**config.mk**
```make
export PLATFORM = sky130hd
export DESIGN_NAME = tinyqv_timer_multi
export DESIGN_NICKNAME = d
export VERILOG_FILES = /design/src/rtl/tinyqv_timer_multi.sv
export SDC_FILE = /design/constraint.sdc
export NUM_CORES = 1
export LEC_CHECK = 0
export CAP_MARGIN = 30
export CORE_ASPECT_RATIO = 0.5
export CORE_UTILIZATION = 65
export DETAILED_ROUTE_END_ITERATION = 7
export GPL_TIMING_DRIVEN = 0
export PLACE_DENSITY = 0.93
export SLEW_MARGIN = 10
export SYNTH_ARGS = -nofsm -noshare
export SYNTH_HDL_FRONTEND = slang
export SYNTH_SLANG_ARGS = --single-unit
```
**constraint.sdc**
```tcl
create_clock -name clk_i -period 11.6 [get_ports clk_i]
set_input_delay 2.32 -clock clk_i [delete_from_list [all_inputs] [get_ports clk_i]]
set_output_delay 2.32 -clock clk_i [all_outputs]
set_load 0.01 [all_outputs]
```
**src/rtl/tinyqv_timer_multi.sv**
```systemverilog
// Free-running prescaled time counter with NCMP compare channels (one-shot or auto-reload),
// sticky W1C pending flags and a single masked interrupt. WIDTH must cover control bits 8+NCMP.
module tinyqv_timer_multi #(
  parameter int unsigned WIDTH    = 32,
  parameter int unsigned NCMP     = 2,
  parameter int unsigned PRE_BITS = 8
) (
  input  logic             clk_i,
  input  logic             rst_i,
  input  logic             time_pulse_i,
  input  logic             wr_en_i,
  input  logic [4:0]       addr_i,
  input  logic [WIDTH-1:0] data_in_i,
  output logic [WIDTH-1:0] data_out_o,
  output logic             timer_interrupt_o
);

  logic [WIDTH-1:0]               mtime_q, mtime_d;
  logic [PRE_BITS-1:0]            prescale_q, prescale_d;
  logic [PRE_BITS-1:0]            pre_cnt_q, pre_cnt_d;
  logic [NCMP-1:0][WIDTH-1:0]     cmp_q, cmp_d;
  logic [NCMP-1:0][WIDTH-1:0]     period_q, period_d;
  logic [NCMP-1:0]                ch_en_q, ch_en_d;
  logic [NCMP-1:0]                periodic_q, periodic_d;
  logic [NCMP-1:0]                pending_q, pending_d;
  logic [NCMP-1:0]                match_q, match_d;

  logic                           tick;
  logic                           wr_mtime, wr_pre, wr_pend, wr_ctrl;
  logic [NCMP-1:0]                wr_cmp, wr_period;
  logic [NCMP-1:0]                rise;
  logic [NCMP-1:0][WIDTH-1:0]     diff;

  always_comb begin
    wr_mtime = wr_en_i && (addr_i == 5'd0);
    wr_pre   = wr_en_i && (addr_i == 5'd1);
    wr_pend  = wr_en_i && (addr_i == 5'd2);
    wr_ctrl  = wr_en_i && (addr_i == 5'd3);
    wr_cmp    = '0;
    wr_period = '0;
    for (int i = 0; i < NCMP; i++) begin
      wr_cmp[i]    = wr_en_i && (addr_i == 5'(4 + 2 * i));
      wr_period[i] = wr_en_i && (addr_i == 5'(5 + 2 * i));
    end
  end

  // Prescaler and time counter
  always_comb begin
    tick       = time_pulse_i && (pre_cnt_q == prescale_q);
    prescale_d = wr_pre ? data_in_i[PRE_BITS-1:0] : prescale_q;
    pre_cnt_d  = pre_cnt_q;
    if (wr_pre) begin
      pre_cnt_d = '0;
    end else if (time_pulse_i) begin
      pre_cnt_d = tick ? '0 : pre_cnt_q + PRE_BITS'(1);
    end
    mtime_d = mtime_q;
    if (wr_mtime) begin
      mtime_d = data_in_i;
    end else if (tick) begin
      mtime_d = mtime_q + WIDTH'(1);
    end
  end

  // Compare channels: window match is wrap-safe since it looks only at the top two diff bits
  always_comb begin
    diff       = '0;
    match_d    = '0;
    cmp_d      = cmp_q;
    period_d   = period_q;
    ch_en_d    = wr_ctrl ? data_in_i[NCMP-1:0] : ch_en_q;
    periodic_d = wr_ctrl ? data_in_i[8 +: NCMP] : periodic_q;
    for (int i = 0; i < NCMP; i++) begin
      diff[i]    = mtime_q - cmp_q[i];
      match_d[i] = ch_en_q[i] && (diff[i][WIDTH-1 -: 2] == 2'b00);
    end
    rise = match_d & ~match_q;
    for (int i = 0; i < NCMP; i++) begin
      if (wr_cmp[i]) begin
        cmp_d[i] = data_in_i;
      end else if (rise[i] && periodic_q[i]) begin
        cmp_d[i] = cmp_q[i] + period_q[i];
      end
      if (wr_period[i]) begin
        period_d[i] = data_in_i;
      end
    end
    // Set has priority over a coincident W1C
    pending_d = (pending_q & ~(wr_pend ? data_in_i[NCMP-1:0] : '0)) | rise;
  end

  always_ff @(posedge clk_i or posedge rst_i) begin
    if (rst_i) begin
      mtime_q    <= '0;
      prescale_q <= '0;
      pre_cnt_q  <= '0;
      cmp_q      <= '0;
      period_q   <= '0;
      ch_en_q    <= '0;
      periodic_q <= '0;
      pending_q  <= '0;
      match_q    <= '0;
    end else begin
      mtime_q    <= mtime_d;
      prescale_q <= prescale_d;
      pre_cnt_q  <= pre_cnt_d;
      cmp_q      <= cmp_d;
      period_q   <= period_d;
      ch_en_q    <= ch_en_d;
      periodic_q <= periodic_d;
      pending_q  <= pending_d;
      match_q    <= match_d;
    end
  end

  always_comb begin
    data_out_o = '0;
    case (addr_i)
      5'd0: data_out_o = mtime_q;
      5'd1: data_out_o = WIDTH'(prescale_q);
      5'd2: data_out_o = WIDTH'(pending_q);
      5'd3: begin
        data_out_o[NCMP-1:0] = ch_en_q;
        data_out_o[8 +: NCMP] = periodic_q;
      end
      default: begin
        for (int i = 0; i < NCMP; i++) begin
          if (addr_i == 5'(4 + 2 * i)) data_out_o = cmp_q[i];
          if (addr_i == 5'(5 + 2 * i)) data_out_o = period_q[i];
        end
      end
    endcase
  end

  assign timer_interrupt_o = |(pending_q & ch_en_q);

endmodule

```
==> results of run 1 <==
-- worst max-delay path, cell delays in order --
cell and delay [ns]:
clkdlybuf4s50_1 0.47, nor3_1 0.52, nand2b_1 0.30, nor2_1 0.41, clkbuf_1 0.53, a22oi_1 0.21, o21ai_0 0.25, clkdlybuf4s50_1 0.63
-- cells in the final DEF (no fill, tap or decap), types with 51 or more instances in the layout --
cell,instances
mux2_2,76
xnor2_1,54
nand2_1,124
inv_1,77
mux2i_1,57
o21ai_0,90
nor2_1,151
a21oi_1,157
dfrtp_1,184
ha_1,124
xor2_1,51
clkdlybuf4s50_1,70
-- cell usage after synthesis (all sizes together), types with 5 or more instances --
| cell | count | area [µm²] |
|---|---|---|
| a211oi | 8 | 60.1 |
| a21o | 42 | 315 |
| a21oi | 157 | 786 |
| a22oi | 19 | 143 |
| a31oi | 10 | 75.1 |
| and2 | 8 | 50.1 |
| and3 | 22 | 138 |
| and4 | 6 | 52.6 |
| buf | 19 | 130 |
| clkbuf | 41 | 154 |
| dfrtp | 184 | 4600 |
| ha | 124 | 1550 |
| inv | 78 | 293 |
| mux2 | 77 | 867 |
| mux2i | 57 | 571 |
| mux4 | 7 | 158 |
| nand2 | 124 | 465 |
| nand2b | 8 | 50.1 |
| nand3 | 24 | 125 |
| nand4 | 22 | 144 |
| nor2 | 151 | 567 |
| nor2b | 14 | 95.1 |
| nor3 | 10 | 66.3 |
| o211ai | 5 | 37.5 |
| o21a | 15 | 113 |
| o21ai | 115 | 576 |
| o221ai | 10 | 87.6 |
| o31ai | 5 | 47.5 |
| or2 | 5 | 31.3 |
| xnor2 | 54 | 473 |
| xor2 | 51 | 447 |
-- state kept, by name (all words and copies together), names as in the netlist --
signal / flops
cmp_q: 64
period_q: 64
mtime_q: 32
pre_cnt_q: 8
prescale_q: 8
ch_en_q: 2
match_q: 2
pending_q: 2
periodic_q: 2
-- power groups by stage --
stage	Combinational, W	Sequential (W)	Clock, W
floorplan	0.00150	0.00103	0
global placement	0.00178	0.00114	0
detailed placement	0.00189	0.00115	0
CTS	0.00192	0.00114	0.000693
global route	0.00216	0.00117	0.000715
finish	0.00196	0.00116	0.000692
-- final cells by class --
class / instances / share of cell area
clock inverter: 13 / 0.0153
multi-input combinational: 1197 / 0.552
tap: 273 / 0.0220
timing repair buffer: 71 / 0.0470
sequential: 184 / 0.297
clock buffer: 19 / 0.0292
inverter: 78 / 0.0194
buffer: 60 / 0.0183
-- logic make-up (layout without fill, tap and decap cells) --
group	after synthesis	count (layout)	share of synthesized area
and+or+nand+nor	405	405	0.136
muxes	141	141	0.116
buffers and inverters	138	241	0.0420
adders and majority gates	126	126	0.116
DFF	184	184	0.335
AOI/OAI and AO/OA	420	420	0.188
xor gates and xnor gates	105	105	0.0669
-- path summary, 6_finish.rpt --
path                                         from                endpoint  slack [ns]  cells past startpoint
max                                     addr_i[4]          data_out_o[19]        3.62                      8
min                          match_q[0]$_DFF_PP0_  pending_q[0]$_DFF_PP0_        0.51                      1
max reg2reg                mtime_q[2]$_DFFE_PP0P_   cmp_q[55]$_DFFE_PP0P_        7.75                     13
min reg2reg                  match_q[0]$_DFF_PP0_  pending_q[0]$_DFF_PP0_        0.51                      1
max in group asynchronous                   rst_i   cmp_q[57]$_DFFE_PP0P_        8.31                      3
min in group asynchronous                   rst_i  mtime_q[0]$_DFFE_PP0P_        2.33                      2
-- per-stage QoR --
| step | instances | util | area [µm²] | setup slack [ns] |
|---|---|---|---|---|
| 4_1_cts | 1895 | 0.751 | 15500 | 3.82 |
| 2_1_floorplan | 1519 | - | 13700 | 4.28 |
| 5_1_grt | 1895 | 0.751 | 15500 | 3.49 |
| 3_5_place_dp | 1863 | 0.717 | 14800 | 3.84 |
| 6_report | 1895 | 0.751 | 15500 | 3.62 |
| 3_3_place_gp | 1862 | 0.716 | 14800 | 1.92 |
-- routing by layer --
metal,share of wire,global-route usage,routed length (µm)
met1,0.40,0.521,17200
met2,0.46,0.647,19400
met3,0.099,0.0881,4200
met4,0.042,0.179,1770
met5,0,0,0
==> key figures, run 1 <==
Routing
  – DRT antenna net count: 0
  – Drt total wl: 42500 µm
  – # DRC: 0
  – Post-DR wirelength/cell: approximately 22 µm
  – Vias per inst: between 6 and 7
  – Drt initial violations: 1668
  – Routed vias: 12.6k
  – DRT Pass-1 Iters: 8

Die
  – Ports: 74
  – Horiz. Die Dim: 208 µm
  – Row Count: 37
  – Core area: a little over 20000 µm²
  – Initial Util: 0.665
  – Die area: 21800 µm²
  – Die height: 105 µm

Synth
  – Seq/Total Area, Yosys: 0.335
  – Syn Area/Cell: 9.04 µm²
  – Post-Syn Instances: 1519
  – Post-synthesis cell area: 13700 µm²
  – Syn. warnings: 0
  – Ys async rst share: 1.00
  – Synthesized net count: approximately 1.7k
  – Main synth FF type: dfrtp_1
  – Number of synthesized flops with an enable pin: 0
  – #FFs+latches synth: 184
  – Synth cell types: 73

Hold path
  – Min-delay worst type: reg2reg

Power
  – Seq pwr share: 0.304
  – PD cells: 246 nW/µm²
  – Int Pwr: 0.00216 W
  – Comb pwr share: 0.515
  – Sw frac: 0.433
  – Tot Pwr: 0.00381 W
  – Leakage: 7.06 nW
  – Clk pwr share: 0.182
  – P_sw: about 0.0016 W
  – VDD IR-drop max: 0.124 mV

Clock tree
  – Clock transition at path regs: 0.07 ns
  – Hold_buf cts: 0
  – CTS tree: built
  – H-Tree Depth: 4
  – Post-CTS resize count: 0
  – CTS buffer count: 17
  – Clock latency at the later pin of the worst-skew pair: 0.46 ns
  – Clock sinks: 184
  – Post-CTS Setup Bufs: 0
  – Max Root-Sink Buffers: 2
  – Root buf cell: clkbuf_16

Timing
  – Period minus WS final: approximately 8 ns
  – Worst slew margin: 0.443
  – Unrepaired setup endpoints after global routing: false
  – Fin Hold WS: 0.510 ns
  – Clock Skew: 0.0116 ns
  – Final Max Tran Viols: 0
  – Final setup vio count: 0
  – FMAX: 125 MHz
  – Sum Neg Setup Slack: 0 ns
  – Endpoints failing hold: 0
  – Slew at the pin closest to its max-slew limit: 0.835 ns
  – Final period utilization: 0.688

Critical path
  – CP startpoint kind: input port
  – Crit-path max FO: 10
  – Crit end category: output port
  – Worst Path Required: ~9.3 ns
  – Worst Path Class, Setup: in2out
  – Arr. time, crit path: 5.66 ns

Global route
  – First-pass GRT wire length: 67000 µm
  – GRT Util Overall: 0.401
  – Vias in the first global route: 12.4k
  – GRT overflow: 0
  – Initial antenna violation count: 0
  – Largest net degree at the start of global routing: a little over 100

Layout
  – Diode count: 0
  – Layout cell share with drive strength beyond 1: 0.0925
  – Layout net count: 1776
  – Area delta synth->final: 12.9%
  – # fillers: 1471
  – Storage cell area: 4600 µm²
  – Area occupied by multi-input gates: 8560 µm²

Flow run
  – MaxCap Viol Count: 0

Placed design
  – Final HPWL DP: ~33000 µm
  – Routability Congestion: 0.980
  – PortBufs: 70

Outcome
  – Outcome: complete, no violations
No activity file was read; power rests on OpenSTA's default activity.
==> inputs of run 2 (changes only) <==
--- a/config.mk
+++ b/config.mk
@@ -7,10 +7,10 @@
 export LEC_CHECK = 0
 export CAP_MARGIN = 30
 export CORE_ASPECT_RATIO = 0.5
-export CORE_UTILIZATION = 65
+export CORE_UTILIZATION = 62
 export DETAILED_ROUTE_END_ITERATION = 7
 export GPL_TIMING_DRIVEN = 0
-export PLACE_DENSITY = 0.93
+export PLACE_DENSITY = 0.89
 export SLEW_MARGIN = 10
 export SYNTH_ARGS = -nofsm -noshare
 export SYNTH_HDL_FRONTEND = slang
==> constraint.sdc (replaced) <==
create_clock -name clk_i -period 7.55 [get_ports clk_i]
set_input_delay 1.51 -clock clk_i [delete_from_list [all_inputs] [get_ports clk_i]]
set_output_delay 1.51 -clock clk_i [all_outputs]
set_load 0.01 [all_outputs]
==> run 2 against run 1 <==
Effect of this change:
- routed wire length is 1.1% lower
- critical path depth unchanged
- sequential cell count unchanged
- count of clock-buffer cells in the layout increased by 1
- non-clock buffer count is the same
- sequential share of layout area up 0.050 points
- hold slack better by 0.0033 ns
- die area rose by 4.8%
- sequential power increased by 53%
- register-to-register slack got worse by 4.1 ns
- critical path type unchanged
- largest power group unchanged
- highest routed layer unchanged
==> key figures, run 2 (synthesis gave the netlist of run 1 again) <==
Outcome
  – Outcome: complete, no violations

Clock tree
  – Clock sinks: 184
  – H-Tree Depth: 4
  – Hold_buf cts: 0
  – Max Root-Sink Buffers: 2
  – Post-CTS Setup Bufs: 0
  – Clock latency at the later pin of the worst-skew pair: 0.45 ns
  – Clock transition at path regs: around 0.08 ns
  – CTS buffer count: 17
  – Post-CTS resize count: 0
  – Root buf cell: clkbuf_16
  – CTS tree: built

Timing
  – Final period utilization: 0.835
  – Clock Skew: 0.00926 ns
  – Slew at the pin closest to its max-slew limit: between 0.8 and 0.9 ns
  – Period minus WS final: 6.31 ns
  – Worst slew margin: 0.426
  – Final Max Tran Viols: 0
  – Unrepaired setup endpoints after global routing: false
  – Endpoints failing hold: 0
  – FMAX: 159 MHz
  – Final worst slack: 1.24 ns
  – Final setup vio count: 0

Die
  – Die height: 107 µm
  – Horiz. Die Dim: 213 µm
  – Die area: between 20000 and 25000 µm²
  – Ports: 74
  – Initial Util: 0.634
  – Row Count: 38
  – Core area: 21700 µm²

Placed design
  – Routability Congestion: 0.955
  – Dpl ws: 1.32 ns
  – PortBufs: 70
  – Placed Instances: 1890
  – Placed Area: 14800 µm²
  – Final HPWL DP: 32800 µm

Layout
  – Fin cells: ~1.9k
  – Area delta synth->final: 12.7%
  – # fillers: ~1.7k
  – Commonest non-fill, non-tap cell in the layout: dfrtp_1
  – Layout cell share with drive strength beyond 1: 0.0919
  – Final design utilization: 0.714
  – Post-route cell area: 15500 µm²
  – Layout net count: between 1.5k and 2k
  – Diode count: 0
  – Largest registers: cmp_q (64), period_q (64), mtime_q (32)
  – Most frequent cells in the layout: dfrtp_1, a21oi_1, nor2_1, nand2_1, ha_1

Power
  – PD cells: between 300 and 400 nW/µm²
  – Int Pwr: around 0.0032 W
  – Clk pwr share: 0.171
  – VDD IR-drop max: 0.241 mV
  – Comb pwr share: 0.521
  – Sw frac: 0.436
  – Seq pwr share: 0.308
  – P_sw: 0.00250 W
  – Leakage: 7.03 nW

Global route
  – Vias in the first global route: 12.1k
  – Largest net degree at the start of global routing: 104
  – Initial antenna violation count: 0
  – First-pass GRT wire length: 65700 µm
  – GRT Util Overall: 0.383
  – GRT overflow: 0

Routing
  – DRT Pass-1 Iters: 5
  – # DRC: 0
  – Drt initial violations: 1190
  – Routed vias: 12.4k
  – DRT antenna net count: 0
  – Post-DR wirelength/cell: 21.9 µm
  – Vias per inst: 6.46
  – Drt total wl: 42100 µm

Critical path
  – Worst Path Class, Setup: in2out
  – CP startpoint kind: input port
  – Crit-path max FO: 10
  – Crit end category: output port
  – Worst Path Required: 6.04 ns
  – Arr. time, crit path: 4.80 ns

Flow run
  – MaxCap Viol Count: 0

Hold path
  – Min-delay worst type: reg2reg
[run 2: power by group through the flow]
stage | sequential (W) | combinational, W | clock, W
2_1_floorplan | 0.00159 | 0.00230 | 0
3_3_place_gp | 0.00176 | 0.00276 | 0
3_5_place_dp | 0.00177 | 0.00290 | 0
4_1_cts | 0.00176 | 0.00294 | 0.000985
5_1_grt | 0.00180 | 0.00332 | 0.00102
6_report | 0.00177 | 0.00300 | 0.000984
[run 2: worst paths after layout]
kind | start | to | slack (ns) | cells past startpoint
worst max-delay path | addr_i[4] | data_out_o[22] | 1.24 | 8
worst max register to register | mtime_q[2]$_DFFE_PP0P_ | cmp_q[44]$_DFFE_PP0P_ | 3.66 | 13
worst min register to register | match_q[0]$_DFF_PP0_ | pending_q[0]$_DFF_PP0_ | 0.51 | 1
worst min-delay path | match_q[0]$_DFF_PP0_ | pending_q[0]$_DFF_PP0_ | 0.51 | 1
max in group asynchronous | rst_i | period_q[26]$_DFFE_PP0P_ | 5.07 | 3
min in group asynchronous | rst_i | mtime_q[2]$_DFFE_PP0P_ | 1.54 | 2
[run 2: layout make-up]
type / instances / area [µm²] / share of cell area
repair buffers: 71 / 728 / 0.0470
plain buffers: 60 / 284 / 0.0184
clock buffers: 20 / 457 / 0.0295
multi-input cells: 1197 / 8560 / 0.553
inverters: 78 / 300 / 0.0194
flip-flops and latches: 184 / 4600 / 0.297
well taps: 300 / 375 / 0.0243
clock inverters: 12 / 173 / 0.0112
[run 2: stage by stage]
| step | setup TNS, ns | hold slack [ns] | total power, W |
|---|---|---|---|
| final | 0 | 0.513 | 0.00575 |
| after global routing | 0 | 0.525 | 0.00614 |
| after CTS | 0 | 0.503 | 0.00568 |
| after detailed placement | 0 | 0.487 | 0.00467 |
| after global placement | -237.31 | 0.477 | 0.00451 |
| after floorplan | 0 | 0.457 | 0.00389 |
[run 2: routing by layer]
metal | part of all wire | routed length [µm] | global-route usage
met5 | 0 | 0 | 0
met1 | 0.43 | 18200 | 0.513
met2 | 0.46 | 19300 | 0.616
met3 | 0.078 | 3280 | 0.0691
met4 | 0.033 | 1370 | 0.156
[run 2: worst max-delay path, stage by stage]
cell and delay [ns]:
clkdlybuf4s50_1 0.46, nor3_1 0.55, nand2b_1 0.33, nor2_1 0.50
clkbuf_1 0.53, nand2_1 0.10, o21ai_0 0.19, clkdlybuf4s50_1 0.62
==> inputs of run 3 (changes only) <==
--- a/config.mk
+++ b/config.mk
@@ -7,10 +7,10 @@
 export LEC_CHECK = 0
 export CAP_MARGIN = 30
 export CORE_ASPECT_RATIO = 0.5
-export CORE_UTILIZATION = 62
+export CORE_UTILIZATION = 56
 export DETAILED_ROUTE_END_ITERATION = 7
 export GPL_TIMING_DRIVEN = 0
-export PLACE_DENSITY = 0.89
+export PLACE_DENSITY = 0.85
 export SLEW_MARGIN = 10
 export SYNTH_ARGS = -nofsm -noshare
 export SYNTH_HDL_FRONTEND = slang
==> constraint.sdc (replaced) <==
create_clock -name clk_i -period 5.63 [get_ports clk_i]
set_input_delay 1.126 -clock clk_i [delete_from_list [all_inputs] [get_ports clk_i]]
set_output_delay 1.126 -clock clk_i [all_outputs]
set_load 0.01 [all_outputs]
==> run 3 against run 2 <==
Effect of this change:
- the flow now finishes with violations (DRC)
- first-iteration DRC count is 19% higher
- largest cell class unchanged
- cell count is 0.94% higher
- critical path depth stayed put
- count of clock-buffer cells in the layout is 1 higher
- combinational power is 31% higher
- critical endpoint is now data_out_o[18]
==> key figures, run 3 (synthesis gave the netlist of run 1 again) <==
Layout
  – Most frequent cells in the layout: dfrtp_1, a21oi_1, nor2_1, nand2_1, ha_1
  – Area occupied by multi-input gates: 8560 µm²
  – Commonest non-fill, non-tap cell in the layout: dfrtp_1
  – Layout net count: approximately 1.8k
  – Layout cell share with drive strength beyond 1: 0.0954
  – Fin cells: 1940
  – Storage cell area: 4600 µm²
  – Largest registers: cmp_q (64), period_q (64), mtime_q (32)
  – # fillers: 1926
  – Area delta synth->final: 13.5%
  – Diode count: 0

Placed design
  – Final HPWL DP: 31800 µm
  – Routability Congestion: 0.979
  – Placed Instances: around 1.9k
  – PortBufs: 70

Routing
  – Post-DR wirelength/cell: 20.9 µm
  – DRT Pass-1 Iters: 7
  – DRT antenna net count: 0
  – Drt initial violations: between 1k and 1.5k
  – Vias per inst: 6.29
  – Drt total wl: 40500 µm
  – # DRC: 1
  – Routed vias: 12.2k

Power
  – PD cells: 491 nW/µm²
  – Leakage: 7.07 nW
  – VDD IR-drop max: 0.202 mV
  – Tot Pwr: between 0.007 and 0.008 W

Critical path
  – CP peak stage delay: 0.62 ns
  – Worst Path Class, Setup: in2out
  – WP buf/inv: 3
  – Worst path top cell family by delay: buffers and inverters
  – Arr. time, crit path: 4.39 ns
  – Worst Path Required: 4.50 ns
  – CP startpoint kind: input port
  – Critical path, cell by cell: clkdlybuf4s50_1 -> nor3_1 -> nand2b_1 -> nor2_1 -> clkbuf_2 -> a22oi_1 -> o21ai_0 -> clkdlybuf4s50_1
  – Slowest stage cell, crit path: clkdlybuf4s50_1
  – Crit-path max FO: 10
  – Crit end category: output port
  – Most used cell along the critical path: clkdlybuf4s50_1

Timing
  – Unrepaired setup endpoints after global routing: false
  – Sum Neg Setup Slack: 0 ns
  – Final period utilization: 0.980
  – Period minus WS final: ~5.5 ns
  – FMAX: between 150 and 200 MHz
  – Endpoints failing hold: 0
  – Final Max Tran Viols: 0
  – Worst slew margin: 0.431
  – Final setup vio count: 0
  – Clock Skew: 0.0105 ns
  – Fin Hold WS: 0.496 ns
  – Slew at the pin closest to its max-slew limit: 0.854 ns

Global route
  – Vias in the first global route: 11.7k
  – First-pass GRT wire length: roughly 64000 µm
  – GRT overflow: 0
  – Largest net degree at the start of global routing: 40
  – GRT Util Overall: 0.329
  – Initial antenna violation count: 0

Clock tree
  – Clock transition at path regs: 0.07 ns
  – Post-CTS Setup Bufs: 0
  – H-Tree Depth: 4
  – Root buf cell: clkbuf_16
  – CTS buffer count: 17
  – Clock sinks: 184
  – Clock latency at the later pin of the worst-skew pair: 0.46 ns
  – Max Root-Sink Buffers: 2
  – CTS tree: built

Hold path
  – Min-delay worst type: reg2reg

Die
  – Core area: 24000 µm²
  – Ports: 74
  – Initial Util: 0.572
  – Row Count: 40
  – Die height: about 110 µm
  – Die area: 25200 µm²
  – Horiz. Die Dim: 223 µm

Outcome
  – Outcome: finished with violations
  – Failing checks: DRC

Flow run
  – MaxCap Viol Count: 0
run 3: cell count changes in the layout (fill, tap and decap cells not counted), sizes merged:
cell,previous run,this run
clkbuf,61,62
inv,79,77
clkinv,5,2
clkinvlp,2,5
buf,20,24
run 3: report_power, final:
group / internal [W] / switching (W)
registers: 0.00175 / 0.000624
clock network: 0.000789 / 0.000548
logic: 0.00184 / 0.00211
run 3: worst paths after layout:
check,startpoint,to,slack [ns],cells past startpoint
max,addr_i[4],data_out_o[18],0.11,8
min,match_q[0]$_DFF_PP0_,pending_q[0]$_DFF_PP0_,0.50,1
max reg2reg,mtime_q[2]$_DFFE_PP0P_,cmp_q[63]$_DFFE_PP0P_,1.72,13
min reg2reg,match_q[0]$_DFF_PP0_,pending_q[0]$_DFF_PP0_,0.50,1
max in group asynchronous,rst_i,period_q[55]$_DFFE_PP0P_,3.57,4
min in group asynchronous,rst_i,pre_cnt_q[2]$_DFFE_PP0P_,1.13,2
run 3: metrics by stage:
stage | util | area (µm²) | worst slack (ns)
global route | 0.649 | 15600 | 0.0702
floorplan | - | 13700 | 1.59
global placement | 0.618 | 14800 | 0.143
finish | 0.649 | 15600 | 0.111
CTS | 0.649 | 15600 | 0.155
detailed placement | 0.622 | 14900 | 0.145
run 3: repair_timing:
item,4_1_cts,5_1_grt
setup endpoints to repair,0,6
gates resized for setup,0,4
hold buffers,0,0
run 3: layout make-up:
class,instances,area share
multi-input combinational,1197,0.549
clock buffer,21,0.0308
inverter,78,0.0190
sequential,184,0.295
timing repair buffer,75,0.0518
buffer,60,0.0184
tap,315,0.0253
clock inverter,10,0.0108
run 3: per-layer routing:
metal  share of wire  global-route usage
met5               0                   0
met1            0.44               0.441
met3           0.078              0.0683
met4           0.039               0.135
met2            0.45               0.524
run 3: worst register-to-register path: stages (launching register included):
cell,delay [ns]
dfrtp_1,0.48
ha_1,0.36
a21oi_1,0.14
a21oi_1,0.10
a2111oi_2,0.37
o31ai_1,0.18
a221o_1,0.42
a21oi_1,0.23
mux2i_1,0.60
nand3_2,0.31
buf_6,0.24
nor2_1,0.15
xnor2_1,0.13
o21ai_1,0.07
